File: config.mk
export PLATFORM = sky130hd
export DESIGN_NAME = rssb_sequencer
export DESIGN_NICKNAME = d
export VERILOG_FILES = /design/src/rtl/rssb_sequencer.sv
export SDC_FILE = /design/constraint.sdc
export NUM_CORES = 1
export LEC_CHECK = 0
export ABC_AREA = 1
export CAP_MARGIN = 20
export CORE_ASPECT_RATIO = 0.9
export CORE_MARGIN = 2
export CORE_UTILIZATION = 49
export DETAILED_ROUTE_END_ITERATION = 10
export PLACE_DENSITY_LB_ADDON = 0.12
export SLEW_MARGIN = 20
export SYNTH_ARGS = -nofsm -noshare
export SYNTH_HDL_FRONTEND = slang
export SYNTH_SLANG_ARGS = --single-unit
File: constraint.sdc
create_clock -name clock -period 2.8 [get_ports clock]
set_input_delay 0.56 -clock clock [delete_from_list [all_inputs] [get_ports clock]]
set_output_delay 0.56 -clock clock [all_outputs]
set_load 0.05 [all_outputs]
File: src/rtl/rssb_sequencer.sv
// rssb_sequencer: fetch/load/write control sequencer for the single-instruction RSSB core
module rssb_sequencer #(
  parameter int WIDTH  = 16,
  parameter int ADDR_W = 8
) (
  input  logic              clock,
  input  logic              reset_n,
  input  logic              start,
  output logic              mem_req,
  output logic              mem_we,
  output logic [ADDR_W-1:0] mem_addr,
  output logic [WIDTH-1:0]  mem_wdata,
  input  logic [WIDTH-1:0]  mem_rdata,
  input  logic              mem_ack,
  output logic              busy,
  output logic              halted,
  output logic              retire,
  output logic [ADDR_W-1:0] pc_out,
  output logic [WIDTH-1:0]  acc_out
);
  typedef enum logic [2:0] {IDLE, FETCH, LOAD, WRITE, HALT} state_t;
  state_t state, state_nx;
  logic [ADDR_W-1:0] pc, pc_nx, opa, opa_nx, addr_nx;
  logic [WIDTH-1:0]  acc, acc_nx, opd, opd_nx, wdata_nx, diff;
  logic              req_nx, we_nx, retire_nx, borrow;
  assign diff    = opd - acc;
  assign borrow  = opd < acc;
  assign busy    = state inside {FETCH, LOAD, WRITE};
  assign halted  = state == HALT;
  assign pc_out  = pc;
  assign acc_out = acc;
  // next state and next registered outputs; each state issues one transaction and waits for its ack
  always_comb begin
    state_nx  = state;
    pc_nx     = pc;
    acc_nx    = acc;
    opa_nx    = opa;
    opd_nx    = opd;
    req_nx    = mem_req;
    we_nx     = mem_we;
    addr_nx   = mem_addr;
    wdata_nx  = mem_wdata;
    retire_nx = 1'b0;
    case (state)
      IDLE, HALT: if (start) begin
        state_nx = FETCH;
        pc_nx    = '0;
        acc_nx   = '0;
      end
      FETCH: if (!mem_req) begin
        req_nx  = 1'b1;
        we_nx   = 1'b0;
        addr_nx = pc;
      end else if (mem_ack) begin
        req_nx   = 1'b0;
        opa_nx   = mem_rdata[ADDR_W-1:0];
        state_nx = &mem_rdata ? HALT : LOAD;
      end
      LOAD: if (opa == '0) begin
        opd_nx   = WIDTH'(pc);
        state_nx = WRITE;
      end else if (!mem_req) begin
        req_nx  = 1'b1;
        we_nx   = 1'b0;
        addr_nx = opa;
      end else if (mem_ack) begin
        req_nx   = 1'b0;
        opd_nx   = mem_rdata;
        state_nx = WRITE;
      end
      WRITE: if (opa == '0) begin
        acc_nx    = diff;
        pc_nx     = diff[ADDR_W-1:0];
        retire_nx = 1'b1;
        state_nx  = FETCH;
      end else if (!mem_req) begin
        req_nx   = 1'b1;
        we_nx    = 1'b1;
        addr_nx  = opa;
        wdata_nx = diff;
      end else if (mem_ack) begin
        req_nx    = 1'b0;
        we_nx     = 1'b0;
        acc_nx    = diff;
        pc_nx     = pc + (borrow ? ADDR_W'(2) : ADDR_W'(1));
        retire_nx = 1'b1;
        state_nx  = FETCH;
      end
      default: state_nx = IDLE;
    endcase
  end
  // state, architectural registers and registered memory-port outputs
  always_ff @(posedge clock or negedge reset_n) begin
    if (!reset_n) begin
      state     <= IDLE;
      pc        <= '0;
      acc       <= '0;
      opa       <= '0;
      opd       <= '0;
      mem_req   <= 1'b0;
      mem_we    <= 1'b0;
      mem_addr  <= '0;
      mem_wdata <= '0;
      retire    <= 1'b0;
    end else begin
      state     <= state_nx;
      pc        <= pc_nx;
      acc       <= acc_nx;
      opa       <= opa_nx;
      opd       <= opd_nx;
      mem_req   <= req_nx;
      mem_we    <= we_nx;
      mem_addr  <= addr_nx;
      mem_wdata <= wdata_nx;
      retire    <= retire_nx;
    end
  end
endmodule

==> flow_summary_export.csv <==
group,metric,value,unit
run_status,status,"completed",
final_layout,syn_to_final_growth,26.8,%
logic_synthesis,synth.avg_cell_area,7.41,sq um
critical_path,worst_path_largest_cell_delay,380,ps
critical_path,crit_path_start_kind,"register",
global_routing,grt_max_degree,47,
clocking,clk_latency,360,ps
critical_path,arrival,3020,ps
logic_synthesis,yosysWarnings,0,
timing,clock.fmax,0.360,GHz
routing,firstDrtPassIters,6,
global_routing,grt.overflow.total,0,
die,die_x,106,um
timing,worstMarginPinSlew,600,ps
flow_run,max-cap-violations,0,
timing,slew_violations,0,
global_routing,grt_use_total,25.7,%
timing,min_period,2780,ps
clocking,htreeDepth,3,
logic_synthesis,synth_seq_cells,78,
logic_synthesis,seq_area_frac_synth,42.2,%
final_layout,layout.nets,750,
routing,wl_per_cell,14.7,um
critical_path,reg2reg_slack,20,ps
final_layout,layout.area.seq,1960,sq um
critical_path,cp_top_family,"adder cells",
routing,drc,0,
critical_path,cp_common_cell,"nand2_1",
final_layout,final_cell_mix,"186 x nand2_1, 87 x inv_1, 74 x dfrtp_1",
die,die-area,10200,sq um
place,hpwl,9490,um
clocking,cts.root.buffer_cell,"clkbuf_8",
routing,vias_per_cell,5.18,
worst_hold_path,holdCritPathClass,"in2async",
final_layout,layout_commonest_cell,"nand2_1",
logic_synthesis,async_flop_share,100,%
timing,setup_viol_count_final,0,
critical_path,path_class,"reg2reg",
critical_path,critPathCaptureType,"register",
critical_path,crit_fanout,3,
final_layout,drive_gt1_share,12.6,%
critical_path,path_buf_inv,3,
timing,relSlewSlack,60.0,%
die,die_h,96.2,um
critical_path,worstPathCellList,"inv_2 > ha_4 > inv_4 > fa_2 > nand2_1 > nand2_1 > and2_4 > nand3_4 > nand3_2 > a21oi_2 > inv_2 > ha_4 > fa_2 > nand2_2 > o21ai_2 > o21ai_1 > a21oi_1 > nand2_1 > o21ai_1",
critical_path,critPathRequiredTime,3040,ps
logic_synthesis,synth-main-ff-cell,"dfrtp_1",
die,start_util,50.5,%
final_layout,antenna_cells,0,
die,io_pins,73,
final_layout,final_util,64.0,%
place,port_buffers,72,
clocking,clock_sink_count,78,
clocking,cts.path.max_buffers,2,
clocking,cts_tree,"built",
timing,final_hold_viol_count,0,
clocking,numCtsBuffers,9,
die,core_area,9170,sq um
global_routing,grt_pass1_vias,4053,
global_routing,grt_pass1_wl,20300,um
logic_synthesis,yosys.cell_types.count,34,
logic_synthesis,syn_area,4630,sq um
timing,finClkSkew,15.6,ps
timing,grt_setup_unrepaired,"true",
die,rows,33,
logic_synthesis,synth_edf_count,0,
timing,finalCritPeriodShare,99.2,%
logic_synthesis,netlist_instances,624,
final_layout,fillers,853,
critical_path,slowest_stage,"dfrtp_1",
place,gp_congestion,0.937,
logic_synthesis,synth_nets,664,
routing,ant_nets,0,
routing,drtIter0Drc,364,
routing,wirelength,12300,um
global_routing,antenna_found_initial,0,
final_layout,multi_input_area,2340,sq um
clocking,cts.reportedPaths.clkPinSlew,90,ps
routing,num_vias,4336,
==> sequential cells by signal, summed over array words and instances, names as in the netlist, 3 cells and up <==
signal	count
state	3
mem_addr	8
pc_out	8
opa	8
opd	16
mem_wdata	16
acc_out	16
==> layer usage <==
layer,GRT usage [%],part of all wire (%),up-vias
li1,-,-,2163
met1,37.3,48,2009
met2,40.2,44,151
met3,4.74,6.6,13
met4,5.84,1.4,0
met5,0,0,-
==> per-stage QoR <==
stage               area, sq um  worst slack, ps  cells  hold slack, ps  TNS (ps)
finish                     5870             22.3    837             184         0
global route               5870             -129    837             235      -560
CTS                        5730             3.59    830             216         0
detailed placement         5530            -57.7    813             465     -86.9
global placement           5530             29.1    813             464         0
floorplan                  4680            -64.7    624             264      -114
==> timing repair <==
item / in CTS / in global routing
setup buffers: 1 / 7
setup endpoints to repair: 2 / 6
hold buffers: 0 / 0
pin swaps: 2 / 7
resized for setup: 1 / 20
==> worst paths after layout <==
kind,from,end,cells after the start
hold / removal,reset_n,opd[2]$_DFFE_PN0P_,1
setup reg to reg,opd[0]$_DFFE_PN0P_,pc_out[4]$_DFFE_PN0P_,19
max in group asynchronous,reset_n,mem_wdata[5]$_DFFE_PN0P_,2
min in group clock,mem_wdata[13]$_DFFE_PN0P_,mem_wdata[13]$_DFFE_PN0P_,2
setup / recovery,opd[0]$_DFFE_PN0P_,pc_out[4]$_DFFE_PN0P_,19
hold reg to reg,mem_wdata[13]$_DFFE_PN0P_,mem_wdata[13]$_DFFE_PN0P_,2
==> area by class of cell <==
type,instances,area share (%)
multi-input cells,434,39.8
flip-flops and latches,78,33.4
repair buffers,92,14.8
inverters,95,6.16
well taps,122,2.60
clock buffers,10,2.18
clock inverters,6,1.05
==> synthesized netlist by cell type, types with 4 or more instances <==
master   number  area (sq um)
o21ai_1       9          45.0
buf_2         8          40.0
o22ai_1       4          25.0
inv_2         4          15.0
dfrtp_1      78          1950
inv_1        90           338
a21oi_1      11          55.1
nand2_1     190           713
ha_1         18           225
o21ai_0      54           270
buf_4         4          30.0
nor2_1       38           143
nand3_1      63           315
a21oi_2       6          52.6
nor3_1        5          25.0
==> worst reg2reg max path: stages, from the launching register on <==
cell     delay (ps)
dfrtp_1         380
inv_2            70
ha_4            140
inv_4            30
fa_2            340
nand2_1          70
nand2_1          60
and2_4          150
nand3_4          60
nand3_2          90
a21oi_2         190
inv_2            60
ha_4            160
fa_2            380
nand2_2         110
o21ai_2          60
o21ai_1          90
a21oi_1          90
nand2_1          80
o21ai_1          60
==> cells by family (layout without fill, tap and decap cells) <==
family	after synthesis	in the layout	share of synthesized area (%)
adders and majority gates	20	20	5.73
buffers and inverters	112	203	10.2
xor gates and xnor gates	6	6	1.14
and+or+nand+nor	310	310	28.2
AOI/OAI and AO/OA	92	92	11.2
DFF	78	78	42.2
muxes	6	6	1.38
Power is left out: the tool's default activity adds up to more than one toggle a clock period on the data nets, which glitch-free logic cannot reach.
